### src/rtl/sar_adc_ctrl.sv
// Successive-approximation ADC controller: MSB-first binary search over a DAC/comparator pair.
// Optional ADC_CONT_EN: back-to-back conversions without passing through IDLE while start stays high.
module sar_adc_ctrl #(
  parameter int WIDTH  = 4,
  parameter int SETTLE = 2
) (
  input  logic             clk,
  input  logic             rst,
  input  logic             start,
  input  logic             cmp,
  output logic [WIDTH-1:0] dac_out,
  output logic [WIDTH-1:0] result,
  output logic             valid,
  output logic             busy
);

  localparam int IDX_W = (WIDTH > 1) ? $clog2(WIDTH) : 1;
  localparam int CNT_W = (SETTLE > 1) ? $clog2(SETTLE) : 1;
  localparam logic [IDX_W-1:0] IDX_MSB  = IDX_W'(WIDTH - 1);
  localparam logic [CNT_W-1:0] CNT_LAST = CNT_W'(SETTLE - 1);
  localparam logic [WIDTH-1:0] CODE_ONE = WIDTH'(1);
  localparam logic [WIDTH-1:0] CODE_MSB = CODE_ONE << (WIDTH - 1);

  typedef enum logic {IDLE, CONV} state_t;

  state_t           state_q, state_d;
  logic [WIDTH-1:0] code_q, code_d;
  logic [IDX_W-1:0] idx_q, idx_d;
  logic [CNT_W-1:0] cnt_q, cnt_d;
  logic [WIDTH-1:0] dac_q, dac_d;
  logic [WIDTH-1:0] result_q, result_d;
  logic             valid_q, valid_d;
  logic [WIDTH-1:0] resolved;

  always_ff @(posedge clk or negedge rst) begin
    if (!rst) begin
      state_q  <= IDLE;
      code_q   <= '0;
      idx_q    <= '0;
      cnt_q    <= '0;
      dac_q    <= '0;
      result_q <= '0;
      valid_q  <= 1'b0;
    end else begin
      state_q  <= state_d;
      code_q   <= code_d;
      idx_q    <= idx_d;
      cnt_q    <= cnt_d;
      dac_q    <= dac_d;
      result_q <= result_d;
      valid_q  <= valid_d;
    end
  end

  always_comb begin
    state_d  = state_q;
    code_d   = code_q;
    idx_d    = idx_q;
    cnt_d    = cnt_q;
    dac_d    = dac_q;
    result_d = result_q;
    valid_d  = 1'b0;
    // Code with the bit under trial replaced by the comparator decision.
    resolved = code_q;
    resolved[idx_q] = cmp;

    unique case (state_q)
      IDLE: begin
        if (start) begin
          state_d = CONV;
          code_d  = '0;
          idx_d   = IDX_MSB;
          cnt_d   = '0;
          dac_d   = CODE_MSB;
        end
      end
      CONV: begin
        if (cnt_q != CNT_LAST) begin
          cnt_d = cnt_q + 1'b1;
        end else begin
          code_d = resolved;
          if (idx_q != '0) begin
            dac_d = resolved | (CODE_ONE << (idx_q - 1'b1));
            idx_d = idx_q - 1'b1;
            cnt_d = '0;
          end else begin
            result_d = resolved;
            dac_d    = resolved;
            valid_d  = 1'b1;
            state_d  = IDLE;
`ifdef ADC_CONT_EN
            if (start) begin
              state_d = CONV;
              code_d  = '0;
              idx_d   = IDX_MSB;
              cnt_d   = '0;
              dac_d   = CODE_MSB;
            end
`endif
          end
        end
      end
      default: state_d = IDLE;
    endcase
  end

  assign dac_out = dac_q;
  assign result  = result_q;
  assign valid   = valid_q;
  assign busy    = (state_q == CONV);

endmodule

### config.mk
export PLATFORM = sky130hd
export DESIGN_NAME = sar_adc_ctrl
export DESIGN_NICKNAME = d
export VERILOG_FILES = /design/src/rtl/sar_adc_ctrl.sv
export SDC_FILE = /design/constraint.sdc
export NUM_CORES = 1
export LEC_CHECK = 0
export CAP_MARGIN = 20
export CORE_UTILIZATION = 46
export CTS_CLUSTER_DIAMETER = 100
export DETAILED_ROUTE_END_ITERATION = 16
export GPL_ROUTABILITY_DRIVEN = 0
export GPL_TIMING_DRIVEN = 0
export PLACE_DENSITY = 0.73
export SYNTH_ARGS = -nofsm -noshare
export SYNTH_HDL_FRONTEND = slang
export SYNTH_SLANG_ARGS = --single-unit
### constraint.sdc
create_clock -name clk -period 1.6 [get_ports clk]
set_clock_uncertainty 0.1 [all_clocks]
set_input_delay 0.32 -clock clk [delete_from_list [all_inputs] [get_ports clk]]
set_output_delay 0.32 -clock clk [all_outputs]
set_load 0.02 [all_outputs]
==> results.md <==
* Status: completed
* Port Buf Inserts at 13
* Simple-gate share of the synthesized area at 0.127
* Util after Layout at 0.632
* Synth Area in Compound Gates at 0.179
* Most used DFF post-synth: dfrtp_1
* Hpwl dp at 1240 um
* CTS sink cnt at 17
* FP Rows at 15
* Post-route ant nets at 0
* WP data arrival at around 1.7 ns
* Gr usage total at 0.194
* CTS Buf Count at 3
* Power per standard cell area at 2140 nW/um^2
* DR vias/cell at 5.37
* Critical Path Fanout Max at 5
* Vias in the first global route at approximately 660
* Global route total overflow at 0
* Final hold vios at 0
* Cell Chain, Critical Path: buf_4 -> ha_1 -> mux2i_1 -> o221a_2 -> o21ai_1
* Crit start category: register
* Remaining DRCs at 0
* CTS tree: yes
* Cell area after synthesis at 897 um^2
* Crit Reg-Reg Startpoint: idx_q[0]
* Maximum vdd drop at roughly 0.0011 V
* WL/cell at 14.3 um
* Largest family of logic cells by synthesized area: compound AO/OA/AOI/OAI gates
* Crit path kind: reg2reg
* Min Tclk post-route at 1.55 ns
* Largest net degree at the start of global routing at 18
* Final Routed Wirelength at 1890 um
* Initial core utilization at 0.503
* P_leak at roughly 0.00054 uW
* Non-Filler Instances at 132
* Post-synthesis adder-cell area fraction at 0.0697
* Sequential area share after synthesis at 0.474
* Clock Latency Late Sink at 0.30 ns
* R2R Setup Slk at between 0.05 and 0.06 ns
* Worst Hold Class: in2async
* Number of synthesized register bits at 17
* Most frequent cell after synthesis: dfrtp_1
* Global-route wire length before repair at 2840 um
* Syn_nets at 95
* FF-to-FF End: dac_out[1]
* Slowest CP cell: dfrtp_2
* FMAX at 0.647 GHz
* Die H at 46.2 um
* Post-Syn Instances at 86
* Diodes inserted at 0
* Crit. End Element: register
* Final setup vio count at 0
* CTS Root Cell: clkbuf_4
* Total power at around 2400 uW
* Top cells by area, synth: dfrtp_1 47%, ha_1 7.0%, mux2i_1 6.7%, o21ai_0 5.6%, nand2_1 3.8%
* Die ar. at 2130 um^2
* Share of post-route cells with drive strength above 1 at 0.243
* Final nets at 117
* Setup TNS at 0 ns
* Max Slew Vio Count at 0
* Largest stage delay on the critical path at between 0.4 and 0.5 ns
* Syn-to-layout area delta at 25.5%
* Measured slew at the worst slew-check pin at 0.795 ns
* RSZ-0062 raised after global routing: true
* Clock buffer depth at 2
* DR vias at 709
* Synth top cells by count: 17 x dfrtp_1, 10 x o21ai_0, 9 x nand2_1
* Asr flop ratio synth at 1.00
* Max_slew headroom at 0.468
* Initial detailed-routing violation count at 27
* Clock transition at the registers of the reported paths at 0.11 ns
* Leading area contributor after synthesis: dfrtp_1
* Initial antenna violation count at 0
* Post-synthesis xor/xnor area fraction at 0
* R2R depth at 5
* WP data required at 1.74 ns
* # IOs at 14
* Number of fill cells at approximately 170
* Core Region at 1780 um^2
* Top-area cell type share of the netlist area at 0.474
* Mean Syn Cell Area at approximately 10 um^2
* H-Tree Depth at 1
* Drt first pass iters at 3
* Max cap viols at 0
* Placed Cells incl. Taps at 124
* EDFF count, synth at 0
* Ys Warns at 0
* Final clock period utilization by the worst path at 0.967
* Mux cell area share after synthesis at 0.100
* Die Wd at 46.2 um
* Netlist cell types at 25
* Post-CTS Hold Buffers at 0
[routing by layer]
layer | vias up | track usage | wire length [um]
met1 | 344 | 0.239 | 882
li1 | 346 | - | -
met5 | - | 0 | 0
met4 | 0 | 0.0882 | 24
met2 | 14 | 0.327 | 932
met3 | 5 | 0.0353 | 51
[logic make-up after synthesis]
family,count (synthesis)
muxes,8
buffers and inverters,9
adders and majority gates,5
AOI/OAI and AO/OA,25
DFF,17
and+or+nand+nor,22
[registers in the layout, summed over array words and instances, names as in the netlist]
register,count
dac_out,4
valid,1
idx_q,2
busy,1
result,4
code_q,4
cnt_q,1
[area by class of cell]
class | instances | area (um^2) | share of cell area
sequential | 17 | 428 | 0.380
clock buffer | 3 | 22.5 | 0.0200
timing repair buffer | 17 | 148 | 0.131
multi-input combinational | 60 | 444 | 0.394
clock inverter | 1 | 7.51 | 0.00667
buffer | 4 | 26.3 | 0.0233
inverter | 5 | 18.8 | 0.0167
tap | 25 | 31.3 | 0.0278
[worst max-delay path by stage]
| stage | from | end | slack (ns) | cells past startpoint |
|---|---|---|---|---|
| 2_1_floorplan | idx_q[0] | code_q[2] | 0.12 | 5 |
| 3_3_place_gp | cmp | dac_out[1] | -0.1 | 4 |
| 3_5_place_dp | cmp | dac_out[1] | -0.11 | 4 |
| 4_1_cts | idx_q[0] | dac_out[0] | 0.01 | 5 |
| 5_1_grt | idx_q[1] | dac_out[0] | -0.02 | 5 |
| 6_report | idx_q[0] | dac_out[1] | 0.05 | 5 |
[power breakdown]
part	switching (uW)	internal, uW
Combinational	731	650
Sequential	138	638
Clock	154	95.3
[cells in the final DEF (no fill, tap or decap), drive strengths merged]
cell type and n:
nand4 1, o221a 2, o21ai 12, clkbuf 3, ha 5, o21a 2
nand2b 2, inv 5, dlygate4sd2 10, nand3 1, nand4b 2, nor2 5
nand2 11, a21boi 1, buf 8, mux2i 6, a22o 2, clkinvlp 1
dfrtp 17, a21oi 2, a21o 2, a31oi 2, mux2 2, clkdlybuf4s50 3
[repair_timing]
item / 4_1_cts / 5_1_grt
resized for setup: 11 / 7
setup buffers: 1 / 3
endpoints found under the setup margin: 12 / 11
endpoints found under the hold margin: 0 / 0
[critical path: cells and delay by family, from the launching register on]
kind | cells | cell delay, ns
multiplexers | 1 | 0.15
buffers and inverters | 1 | 0.15
flip-flops | 1 | 0.46
adder cells (fa/ha/maj) | 1 | 0.21
AO/OA/AOI/OAI | 2 | 0.40
[stage by stage]
| step | setup slack [ns] | hold slack [ns] | area, um^2 |
|---|---|---|---|
| after floorplan | 0.119 | -0.0756 | 897 |
| after global placement | -0.0982 | 0.360 | 1060 |
| after detailed placement | -0.109 | 0.370 | 1060 |
| after CTS | 0.0143 | 0.381 | 1080 |
| after global routing | -0.0211 | 0.422 | 1130 |
| final | 0.0534 | 0.364 | 1130 |
No activity file was read; power rests on OpenSTA's default activity.
